`config.mk`:
```
export PLATFORM = sky130hd
export DESIGN_NAME = ram_dump_ctrl
export DESIGN_NICKNAME = d
export VERILOG_FILES = /design/src/rtl/dump_pkg.sv /design/src/rtl/circ_addr_ctr.sv /design/src/rtl/ram_dump_ctrl.sv
export SDC_FILE = /design/constraint.sdc
export NUM_CORES = 1
export LEC_CHECK = 0
export BUFFER_PORTS_ARGS = -buffer_cell sky130_fd_sc_hd__buf_2
export CAP_MARGIN = 30
export CORE_ASPECT_RATIO = 1.75
export CORE_MARGIN = 3
export CORE_UTILIZATION = 47
export CTS_BUF_LIST = sky130_fd_sc_hd__clkbuf_2 sky130_fd_sc_hd__clkbuf_4 sky130_fd_sc_hd__clkbuf_8
export DETAILED_ROUTE_END_ITERATION = 16
export GPL_ROUTABILITY_DRIVEN = 0
export GPL_TIMING_DRIVEN = 0
export HOLD_SLACK_MARGIN = 0.08
export PLACE_DENSITY = 0.78
export SLEW_MARGIN = 25
export SYNTH_ARGS = -nofsm -noshare
export SYNTH_HDL_FRONTEND = slang
export SYNTH_SLANG_ARGS = --single-unit
```
`constraint.sdc`:
```
create_clock -name clk -period 2.2 [get_ports clk]
set_clock_uncertainty 0.2 [all_clocks]
set_input_delay 0 -clock clk [delete_from_list [all_inputs] [get_ports clk]]
set_output_delay 0 -clock clk [all_outputs]
set_load 0.01 [all_outputs]
```
`src/rtl/dump_pkg.sv`:
```
// Shared types and constants for the capture RAM dump controller.
package dump_pkg;

    typedef enum logic [2:0] {
        S_IDLE  = 3'd0,
        S_READ  = 3'd1,
        S_LATCH = 3'd2,
        S_SEND  = 3'd3,
        S_WAIT  = 3'd4,
        S_DONE  = 3'd5
    } dump_state_t;

    // Upper six bits form the header marker; the low two carry the channel.
    localparam logic [7:0] HDR_MARK = 8'hA0;

    localparam logic [1:0] CH1        = 2'd0;
    localparam logic [1:0] CH2        = 2'd1;
    localparam logic [1:0] CH3        = 2'd2;
    localparam logic [1:0] CH_INVALID = 2'd3;

endpackage

```
`src/rtl/circ_addr_ctr.sv`:
```
// Circular counter over 0..DEPTH-1: load, increment with explicit wrap,
// terminal-count flag. Out-of-range load values are folded to 0.
module circ_addr_ctr #(
    parameter int DEPTH = 512,
    parameter int AW    = 9
) (
    input  logic          clk,
    input  logic          rst,
    input  logic          load,
    input  logic [AW-1:0] load_val,
    input  logic          inc,
    output logic [AW-1:0] value,
    output logic          tc
);

    localparam logic [AW-1:0] LAST = AW'(DEPTH - 1);

    logic [AW-1:0] val_d, val_q;

    // Next value: load takes priority over increment; wrap at DEPTH-1.
    always_comb begin
        val_d = val_q;
        if (load) begin
            val_d = (load_val > LAST) ? '0 : load_val;
        end else if (inc) begin
            val_d = (val_q == LAST) ? '0 : val_q + AW'(1);
        end
    end

    // Counter register.
    always_ff @(posedge clk) begin
        if (rst) val_q <= '0;
        else     val_q <= val_d;
    end

    assign value = val_q;
    assign tc    = (val_q == LAST);

endmodule

```
`src/rtl/ram_dump_ctrl.sv`:
```
// Dumps one channel's circular capture buffer, oldest sample first, to the
// UART transmitter using a trmt/tx_done handshake.
// Optional macro DUMP_HEADER_EN: prepend a header byte {HDR_MARK[7:2], ch_sel}.
//
// state   | meaning
// S_IDLE  | waiting for start_dump
// S_READ  | RAM read enable asserted at addr
// S_LATCH | RAM data of the selected channel captured into tx_data
// S_SEND  | trmt strobe to the UART
// S_WAIT  | waiting for tx_done, then advance or finish
// S_DONE  | finish pulses, then back to idle
module ram_dump_ctrl
    import dump_pkg::*;
#(
    parameter int DEPTH = 512,
    parameter int AW    = 9,
    parameter int DW    = 8
) (
    input  logic          clk,
    input  logic          rst,
    input  logic          start_dump,
    input  logic [1:0]    ch_sel,
    input  logic [AW-1:0] end_addr,
    input  logic [DW-1:0] rdata_ch1,
    input  logic [DW-1:0] rdata_ch2,
    input  logic [DW-1:0] rdata_ch3,
    output logic          en,
    output logic [AW-1:0] addr,
    output logic [DW-1:0] tx_data,
    output logic          trmt,
    input  logic          tx_done,
    output logic          busy,
    output logic          dump_finished,
    output logic          clr_capture_done
);

    dump_state_t   state_d, state_q;
    logic          en_d, en_q;
    logic [DW-1:0] tx_data_d, tx_data_q;
    logic          trmt_d, trmt_q;
    logic          busy_d, busy_q;
    logic          fin_d, fin_q;
    logic          clr_d, clr_q;
    logic [1:0]    ch_d, ch_q;
    logic          hdr_d, hdr_q;

    logic          ctr_load, ctr_inc;
    logic          cnt_tc;
    logic          unused_addr_tc;
    logic [AW-1:0] unused_cnt_val;

    // Read address walks the circular buffer from end_addr.
    circ_addr_ctr #(.DEPTH(DEPTH), .AW(AW)) u_addr_ctr (
        .clk      (clk),
        .rst      (rst),
        .load     (ctr_load),
        .load_val (end_addr),
        .inc      (ctr_inc),
        .value    (addr),
        .tc       (unused_addr_tc)
    );

    // Sample counter: its terminal count marks the last byte of the dump.
    circ_addr_ctr #(.DEPTH(DEPTH), .AW(AW)) u_cnt_ctr (
        .clk      (clk),
        .rst      (rst),
        .load     (ctr_load),
        .load_val ('0),
        .inc      (ctr_inc),
        .value    (unused_cnt_val),
        .tc       (cnt_tc)
    );

    // Next-state and next-output decode.
    always_comb begin
        state_d   = state_q;
        en_d      = 1'b0;
        trmt_d    = 1'b0;
        fin_d     = 1'b0;
        clr_d     = 1'b0;
        tx_data_d = tx_data_q;
        busy_d    = busy_q;
        ch_d      = ch_q;
        hdr_d     = hdr_q;
        ctr_load  = 1'b0;
        ctr_inc   = 1'b0;
        case (state_q)
            S_IDLE: begin
                busy_d = 1'b0;
                if (start_dump && !busy_q) begin
                    busy_d = 1'b1;
                    ch_d   = ch_sel;
                    if (ch_sel == CH_INVALID) begin
                        state_d = S_DONE;
                    end else begin
                        ctr_load = 1'b1;
`ifdef DUMP_HEADER_EN
                        hdr_d     = 1'b1;
                        tx_data_d = DW'({HDR_MARK[7:2], ch_sel});
                        trmt_d    = 1'b1;
                        state_d   = S_SEND;
`else
                        en_d    = 1'b1;
                        state_d = S_READ;
`endif
                    end
                end
            end
            S_READ: state_d = S_LATCH;
            S_LATCH: begin
                case (ch_q)
                    CH1:     tx_data_d = rdata_ch1;
                    CH2:     tx_data_d = rdata_ch2;
                    default: tx_data_d = rdata_ch3;
                endcase
                trmt_d  = 1'b1;
                state_d = S_SEND;
            end
            S_SEND: state_d = S_WAIT;
            S_WAIT: begin
                if (tx_done) begin
                    if (hdr_q) begin
                        // Header sent: first RAM read at the loaded address.
                        hdr_d   = 1'b0;
                        en_d    = 1'b1;
                        state_d = S_READ;
                    end else if (cnt_tc) begin
                        state_d = S_DONE;
                    end else begin
                        ctr_inc = 1'b1;
                        en_d    = 1'b1;
                        state_d = S_READ;
                    end
                end
            end
            S_DONE: begin
                fin_d   = 1'b1;
                clr_d   = 1'b1;
                state_d = S_IDLE;
            end
            default: state_d = S_IDLE;
        endcase
    end

    // State and registered outputs.
    always_ff @(posedge clk) begin
        if (rst) begin
            state_q   <= S_IDLE;
            en_q      <= 1'b0;
            tx_data_q <= '0;
            trmt_q    <= 1'b0;
            busy_q    <= 1'b0;
            fin_q     <= 1'b0;
            clr_q     <= 1'b0;
            ch_q      <= CH1;
            hdr_q     <= 1'b0;
        end else begin
            state_q   <= state_d;
            en_q      <= en_d;
            tx_data_q <= tx_data_d;
            trmt_q    <= trmt_d;
            busy_q    <= busy_d;
            fin_q     <= fin_d;
            clr_q     <= clr_d;
            ch_q      <= ch_d;
            hdr_q     <= hdr_d;
        end
    end

    assign en               = en_q;
    assign tx_data          = tx_data_q;
    assign trmt             = trmt_q;
    assign busy             = busy_q;
    assign dump_finished    = fin_q;
    assign clr_capture_done = clr_q;

endmodule

```
==> metrics, run 1 <==
pwr dens around 660 nW/µm²; Final Hold Viols 0; WL final between 5 and 6 mm; pre-CTS WS -0.2377 ns; final setup fails 0; Reg-to-Reg Start u_addr_ctr.value[0]; cell count after synthesis between 200 and 250; largest net degree at the start of global routing 11; CTS clock-pin slew for the worst setup and hold paths 0.07 ns; Layout Nets between 300 and 400; worst r2r dst u_addr_ctr.value[3]; IO Port Bufs slightly below 60; Die Footprint 4665 µm²; I/O pin total about 60; EDFF count, synth 0; arrival time at the worst endpoint around 2.2 ns; via count around 2000; Net Sw Frac 0.3122; top fanout value on the critical path 7; htree depth 2; hold path endpoint tx_data[6]; leak pwr around 1.1 nW; share of cells above drive strength 1 0.3129; Tot Pwr roughly 0.0018 W; Seq/Total Area, Yosys 0.3867; number of global-route vias before repair 1952; #FFs+latches synth 35; Post-synth ARST share 0; yosys warns 0; hold path cells 2; cell area after layout approximately 2800 µm²; most frequent cells in the layout buf_2 (59), nand2_1 (37), dlygate4sd3_1 (34); Synth top area share 0.3867; area delta synth->final 52.21%; total global-route track usage 0.2565; CTS tree done; crit path from u_addr_ctr.value[0]; clock sink total 35; Psw 0.0005670 W; post-synth cell types 40; crit path time final between 2 and 2.5 ns; most common cell after layout, fill and taps aside buf_2; syn nets about 270; WL per Instance between 15 and 20 µm; Tcrit/Tclk final 0.9731; diode count 0; Crit Path Class flop to flop; DR iter-0 viols between 40 and 50; total grt overflow 0; min-delay src tx_data[6]; # DRC 0; Clock power frac 0.292; clk_lat worst skew slightly below 0.3 ns; Starting Density 0.4944; initial antenna violation count 0; area leader, netlist dfxtp_1; syn_area_per_cell 8.124 µm²; vias per cell 5.481; total core area about 3700 µm²; r2r setup slk 0.06 ns; die height between 80 and 90 µm; Cell Area, Placed roughly 2200 µm²; Seq pwr share 0.425; Slew Limit Headroom 0.3259; Final Slew Violations 0; setup ws final around 0.059 ns; P_int about 0.0012 W; Peak Freq approximately 0.47 GHz; Num CTS Buffers 5; Synth Cell Area 1812 µm²; global-route wire length before repair about 8.9 mm; min-delay worst type flop to flop; worst slew pin tran around 1.0 ns; WP data required approximately 2.2 ns; Post-DRT Antenna Nets 0; max cap viols 0; Worst setup SP type flop; dpl hpwl about 3.3 mm; run status finished, final reports clean; num rows 29; Crit. End Element flop; synth top area cells dfxtp_1 (39%), nand2_1 (7.9%), a21oi_1 (5.5%); Die Wd between 50 and 60 µm; clk buf depth 2; worst vdd ir 0.7097 mV; root buf cell clkbuf_8; drt first pass iters 4; Post-synth top flop dfxtp_1; share of total power in combinational logic 0.283; worst-case reg-to-reg path depth 9
## critical path: stages, from the launching register on
cell	delay, ns
dfxtp_4	0.37
ha_4	0.16
and3_4	0.19
and4_1	0.20
and2_4	0.17
ha_4	0.18
buf_4	0.14
nor4_2	0.26
a21oi_1	0.07
a21oi_1	0.13
## timing repair
action | CTS | global route
gates cloned | 0 | 1
setup endpoints to repair | 10 | 19
hold buffers | 34 | 0
hold endpoints to repair | 23 | 0
pin swaps | 0 | 4
buffers inserted | 0 | 4
gates resized for setup | 9 | 20
## metal layers
metal / share of wire / up-vias / track usage
li1: - / 992 / -
met1: 0.37 / 966 / 0.2577
met2: 0.55 / 66 / 0.4740
met3: 0.054 / 15 / 0.06474
met4: 0.022 / 0 / 0.1186
met5: 0 / - / 0
## synthesized netlist by cell type (4+ instances only)
master and n:
nand2b_1 4, mux2i_1 10, nor3_1 11, and3_1 4, nand3_1 6, nor2_1 18
clkbuf_1 10, a211oi_1 4, nand2_1 38, dfxtp_1 35, a21oi_1 20, o21ai_0 14
ha_1 4, xnor2_1 5
## sequential cells by signal, indices dropped and copies added (netlist names)
name and flops:
u_addr_ctr.value 9, u_cnt_ctr.value 9, tx_data 8, state_q 3, ch_q 2, busy 1, clr_capture_done 1, en 1
trmt 1
## per-stage QoR
step            TNS, ns  cells    util  hold slack [ns]
2_1_floorplan         0    223       -         -0.06395
3_3_place_gp    -0.6486    328  0.5906          0.04968
3_5_place_dp    -0.6883    328  0.5906          0.07381
4_1_cts               0    370  0.7207           0.2546
5_1_grt        -0.05291    372  0.7525           0.2819
6_report              0    372  0.7525           0.2528
## power by group through the flow
stage          clock, W  sequential (W)  combinational [W]
4_1_cts        0.000536        0.000754           0.000485
3_5_place_dp          0        0.000765           0.000422
6_report       0.000529        0.000773           0.000514
3_3_place_gp          0        0.000761           0.000414
5_1_grt        0.000562        0.000778           0.000570
2_1_floorplan         0        0.000777           0.000262
## worst max-delay path by stage
stage                     endpoint  cells after the start
6_report       u_addr_ctr.value[3]                      9
5_1_grt        u_addr_ctr.value[1]                      9
2_1_floorplan  u_addr_ctr.value[1]                      9
4_1_cts        u_addr_ctr.value[1]                      9
3_3_place_gp   u_addr_ctr.value[1]                      9
3_5_place_dp   u_addr_ctr.value[1]                      9
## layout make-up
class	count	area [µm²]
repair buffers	98	690.7
clock buffers	8	103.9
plain buffers	13	87.58
multi-input cells	169	1094
inverters	3	11.26
well taps	46	57.56
flip-flops and latches	35	713.2
fillers	250	907.1
## logic make-up after synthesis
logic type / count (synthesis) / synth area share
buffers and inverters: 19 / 0.05525
AO/OA/AOI/OAI: 52 / 0.1865
multiplexers: 10 / 0.05525
flip-flops: 35 / 0.3867
AND/OR/NAND/NOR: 95 / 0.2500
XOR/XNOR: 8 / 0.03868
adder cells (fa/ha/maj): 4 / 0.02763
(Power assumes the default switching activity.)
==> inputs of run 2 (changes only) <==
--- a/config.mk
+++ b/config.mk
@@ -9,7 +9,7 @@
 export CAP_MARGIN = 30
 export CORE_ASPECT_RATIO = 1.75
 export CORE_MARGIN = 3
-export CORE_UTILIZATION = 47
+export CORE_UTILIZATION = 48
 export CTS_BUF_LIST = sky130_fd_sc_hd__clkbuf_2 sky130_fd_sc_hd__clkbuf_4 sky130_fd_sc_hd__clkbuf_8
 export DETAILED_ROUTE_END_ITERATION = 16
 export GPL_ROUTABILITY_DRIVEN = 0
@@ -19,4 +19,5 @@
 export SLEW_MARGIN = 25
 export SYNTH_ARGS = -nofsm -noshare
 export SYNTH_HDL_FRONTEND = slang
+export SYNTH_HIERARCHICAL = 1
 export SYNTH_SLANG_ARGS = --single-unit
==> run 2 against run 1 <==
  * The run now ends with setup timing left
  * Core utilization rose by 0.69 points
  * Cell count grew 10%
  * Sequential share of layout area decreased by 3.4 points
  * Combinational power up 41%
  * Critical path depth up 2
  * Sequential cell count unchanged
  * Power up 15%
==> metrics, run 2 <==
most common cell after layout, fill and taps aside buf_2; setup ws final -0.3097 ns; arrival time at the worst endpoint 2.52 ns; Peak Freq approximately 0.4 GHz; total global-route track usage 0.2522; WL final ~6.4 mm; post-synth cell types 49; largest net degree at the start of global routing 11; min-delay worst type primary input to flop; syn_area_per_cell about 8.6 µm²; DR iter-0 viols 100; Post-synth top flop dfxtp_1; Die Footprint about 5200 µm²; clock sink total 35; Die Wd roughly 56 µm; WP data required 2.21 ns; EDFF count, synth 0; #FFs+latches synth 35; vias per cell between 5 and 6; most frequent cells in the layout buf_2 (64), dlygate4sd3_1 (33), dfxtp_1 (32); total grt overflow 0; drt first pass iters 4; failing checks setup timing; die height around 93 µm; pwr dens 660.4 nW/µm²; area delta synth->final 51.84%; Util after Layout 0.7594; Final Hold Viols 0; Final Slew Violations 0; crit path time final about 2.5 ns; final setup fails 18; Post-synth ARST share 0; total core area 4150 µm²; Tcrit/Tclk final 1.141; leak pwr between 1 and 1.5 nW; global-route wire length before repair ~11 mm; Num CTS Buffers 5; run status finished, violations left; WHS 0.1175 ns; synth top area cells dfxtp_1 (34%), nand2_1 (4.5%), o21ai_0 (4.3%); via count between 2000 and 2500; CTS clock-pin slew for the worst setup and hold paths about 0.070 ns; RSZ-0062 raised after global routing yes; cell count after synthesis 240; Post-DRT Antenna Nets 0; fill count 301; top cells by count, synth dfxtp_1 (35), nand2_1 (25), o21ai_0 (18), a21oi_1 (14), nor2_1 (11); TNS Setup -3.868 ns; worst vdd ir ~0.51 mV; number of global-route vias before repair ~2400; num rows 31; clk buf depth 2; I/O pin total 61; initial antenna violation count 0; Seq/Total Area, Yosys 0.3376; worst slew pin tran 0.5407 ns; max cap viols 0; area leader, netlist dfxtp_1; IO Port Bufs 60; htree depth 2; CTS tree done; Crit Path Class flop to flop; top fanout value on the critical path 5; Layout Nets approximately 410; Synth top area share 0.3376; most common cell in the netlist dfxtp_1; # DRC 0; Crit. End Element flop; root buf cell clkbuf_8; diode count 0; Slew Limit Headroom 0.6380; share of cells above drive strength 1 0.3481; Starting Density 0.5002; dpl hpwl roughly 3.8 mm; yosys warns 6; WL per Instance roughly 16 µm; Worst setup SP type flop; clk_lat worst skew 0.29 ns; Synth Cell Area around 2100 µm²
==> run 2: cell count changes after synthesis, sizes merged, moves of 5 or more <==
| cell | change |
|---|---|
| inv | +6 |
| nor3 | -6 |
| nor3b | +8 |
| nor2 | -7 |
| nor2b | +5 |
| a22o | +8 |
| nand2 | -13 |
| a21oi | -5 |
==> run 2: path summary, 6_finish.rpt <==
| check | depth (start not counted) | to | start | slack, ns |
|---|---|---|---|---|
| max | 11 | u_addr_ctr/value[5] | u_cnt_ctr/value[1] | -0.31 |
| min | 4 | state_q[0] | start_dump | 0.12 |
| max reg2reg | 11 | u_addr_ctr/value[5] | u_cnt_ctr/value[1] | -0.31 |
| min reg2reg | 1 | tx_data[0] | tx_data[0] | 0.27 |
==> run 2: final cells by class <==
cell class	count	area, µm²	area share
multi-input combinational	189	1380	0.4379
timing repair buffer	105	729.5	0.2314
sequential	35	709.4	0.2251
buffer	15	123.9	0.03930
clock buffer	8	103.9	0.03295
tap	49	61.31	0.01945
inverter	9	36.28	0.01151
timing repair inverter	1	7.507	0.002382
==> run 2: where the power goes <==
| group | leakage (nW) | switching (W) | internal [W] | total [W] |
|---|---|---|---|---|
| Combinational | 0.950 | 0.000362 | 0.000365 | 0.000727 |
| Sequential | 0.288 | 0.0000934 | 0.000730 | 0.000823 |
| Clock | 0.0549 | 0.000233 | 0.000298 | 0.000532 |
==> run 2: timing repair <==
action / in CTS / in global routing
buffers inserted: 7 / 3
cloned: 3 / 0
pin swaps: 17 / 7
setup endpoints to repair: 18 / 20
hold buffers: 33 / 0
endpoints found under the hold margin: 25 / 0
gates resized for setup: 29 / 10
==> run 2: per-stage QoR <==
| step | std cells | cell area, µm² | setup slack (ns) | total power (W) |
|---|---|---|---|---|
| after CTS | 408 | 3109 | -0.2845 | 0.002057 |
| after global placement | 357 | 2507 | -0.3850 | 0.001394 |
| after global routing | 411 | 3152 | -0.4105 | 0.002187 |
| final | 411 | 3152 | -0.3097 | 0.002081 |
| after floorplan | 248 | 2146 | -0.1513 | 0.001225 |
| after detailed placement | 357 | 2507 | -0.3847 | 0.001408 |
==> run 2: worst max-delay path, stage by stage (launching register included) <==
cell	delay, ns
dfxtp_4	0.36
ha_4	0.16
nand3_2	0.08
nor2_2	0.04
and3_4	0.18
ha_4	0.15
and3b_1	0.23
nand2_2	0.11
inv_4	0.10
nor4b_4	0.24
or4b_4	0.49
o211ai_1	0.09
==> run 2: layer usage <==
metal | GRT usage | part of all wire | vias to the layer above
met4 | 0.1420 | 0.027 | 0
met1 | 0.2395 | 0.37 | 1112
li1 | - | - | 1126
met3 | 0.04834 | 0.055 | 14
met2 | 0.4891 | 0.55 | 87
met5 | 0 | 0 | -
==> run 2: logic make-up after synthesis <==
logic type	after synthesis	share of synthesized area
mux	10	0.04943
buf+inv	24	0.06691
flops	35	0.3376
fa+ha+maj	6	0.03617
xor+xnor	1	0.004220
other cells	1	0.001807
compound gates	66	0.2158
simple gates	97	0.2881
==> inputs of run 3 (changes only) <==
--- a/config.mk
+++ b/config.mk
@@ -16,6 +16,7 @@
 export GPL_TIMING_DRIVEN = 0
 export HOLD_SLACK_MARGIN = 0.08
 export PLACE_DENSITY = 0.78
+export RECOVER_POWER = 100
 export SLEW_MARGIN = 25
 export SYNTH_ARGS = -nofsm -noshare
 export SYNTH_HDL_FRONTEND = slang
==> run 3 against run 2 <==
  * The run still ends with setup timing left
  * Sequential share of layout area increased by 0.19 points
  * Sequential power about the same
  * Core utilization decreased by 0.63 points
  * Maximum frequency about the same
  * Hold slack improved by 0.0010 ns
  * Largest cell class unchanged
==> metrics, run 3 (synthesis results as in run 2) <==
Peak Freq 0.3986 GHz; most common cell after layout, fill and taps aside buf_2; CTS clock-pin slew for the worst setup and hold paths 0.07 ns; vias per cell between 5 and 6; Die Wd 55.71 µm; via count between 2000 and 2500; Slew Limit Headroom 0.6398; Worst Setup EP u_addr_ctr/value[5]; # DRC 0; WL per Instance roughly 16 µm; share of cells above drive strength 1 0.2901; Layout Nets 406; I/O pin total 61; number of global-route vias before repair about 2400; setup ws final -0.3088 ns; most frequent cells in the layout buf_2 (43), dlygate4sd3_1 (33), dfxtp_1 (32); global-route wire length before repair approximately 11 mm; Crit Path Class flop to flop; htree depth 2; diode count 0; Crit. End Element flop; fill count between 300 and 400; WHS between 0.1 and 0.15 ns; hold path cells 4; Tcrit/Tclk final 1.140; largest net degree at the start of global routing 11; pwr dens 662.2 nW/µm²; Reg-to-Reg Start u_cnt_ctr/value[1]; total grt overflow 0; root buf cell clkbuf_8; Final Slew Violations 0; register area between 700 and 800 µm²; RSZ-0062 raised after global routing yes; die height about 93 µm; area delta synth->final 50.57%; crit path from u_cnt_ctr/value[1]; total global-route track usage 0.2522; clock sink total 35; Tot Pwr roughly 0.0021 W; worst vdd ir between 0.5 and 0.6 mV; leak pwr approximately 1.2 nW; failing checks setup timing; Worst setup SP type flop; Multi-input gate area 1380 µm²; Num CTS Buffers 5; min-delay worst type primary input to flop; top fanout value on the critical path 5; Post-DRT Antenna Nets 0; arrival time at the worst endpoint between 2 and 3 ns; num rows 31; Die Footprint roughly 5200 µm²; max cap viols 0; final non-filler cell total 411; Starting Density 0.5002; CTS tree done; clk buf depth 2; drt first pass iters 4; final setup fails 18; worst r2r dst u_addr_ctr/value[5]; WP data required between 2 and 2.5 ns; initial antenna violation count 0; crit path time final about 2.5 ns; Util after Layout 0.7531; DR iter-0 viols roughly 120; placed cells approximately 360; Final Hold Viols 0; total core area approximately 4200 µm²; WL final roughly 6.5 mm; dpl hpwl 3.786 mm; worst slew pin tran between 0.5 and 0.6 ns; IO Port Bufs 60; clk_lat worst skew 0.29 ns; run status finished, violations left; worst-case reg-to-reg path depth 11; r2r setup slk -0.31 ns
-- run 3: repair_timing --
item,CTS,global route
buffers inserted,7,3
gates cloned,3,0
gates resized for setup,29,10
endpoints found under the hold margin,25,0
pin swaps,17,7
endpoints found under the setup margin,18,20
hold buffers,33,0
-- run 3: final cells by class --
class	instances	area share
buffer	15	0.03963
clock buffer	8	0.03323
inverter	9	0.01161
multi-input combinational	189	0.4416
sequential	35	0.2270
tap	49	0.01962
timing repair buffer	105	0.2250
timing repair inverter	1	0.002402
-- run 3: how the worst min path moves through the flow --
stage	startpoint	end	slack, ns
global placement	end_addr[8]	u_addr_ctr/value[8]	0.04
floorplan	rst	trmt	-0.10
global route	start_dump	state_q[0]	0.18
detailed placement	end_addr[8]	u_addr_ctr/value[8]	0.05
finish	start_dump	state_q[0]	0.12
CTS	start_dump	state_q[0]	0.11
-- run 3: critical path, cell delays in order (launching register included) --
cell	delay, ns
dfxtp_4	0.36
ha_4	0.16
nand3_2	0.08
nor2_2	0.04
and3_4	0.18
ha_4	0.15
and3b_1	0.23
nand2_2	0.11
inv_4	0.10
nor4b_4	0.24
or4b_4	0.49
o211ai_1	0.09
-- run 3: stage by stage --
step / setup WS (ns) / TNS (ns) / instance area, µm²
6_report: -0.3088 / -3.883 / 3126
5_1_grt: -0.4105 / -5.977 / 3126
4_1_cts: -0.2845 / -3.470 / 3109
3_5_place_dp: -0.3847 / -5.317 / 2507
3_3_place_gp: -0.3850 / -4.966 / 2507
2_1_floorplan: -0.1513 / -1.181 / 2146
-- run 3: routing by layer --
layer  track usage  vias up  routed length (µm)
li1              -     1125                   -
met1        0.2395     1121                2348
met2        0.4891      105                3525
met3       0.04834       14                 423
met4        0.1420        0                 172
met5             0        -                   0
-- run 3: power by group --
group	internal [W]	leakage [nW]	total, W	switching, W
clock	0.000298	0.0549	0.000532	0.000234
sequential	0.000730	0.288	0.000824	0.0000946
combinational	0.000352	0.863	0.000714	0.000362
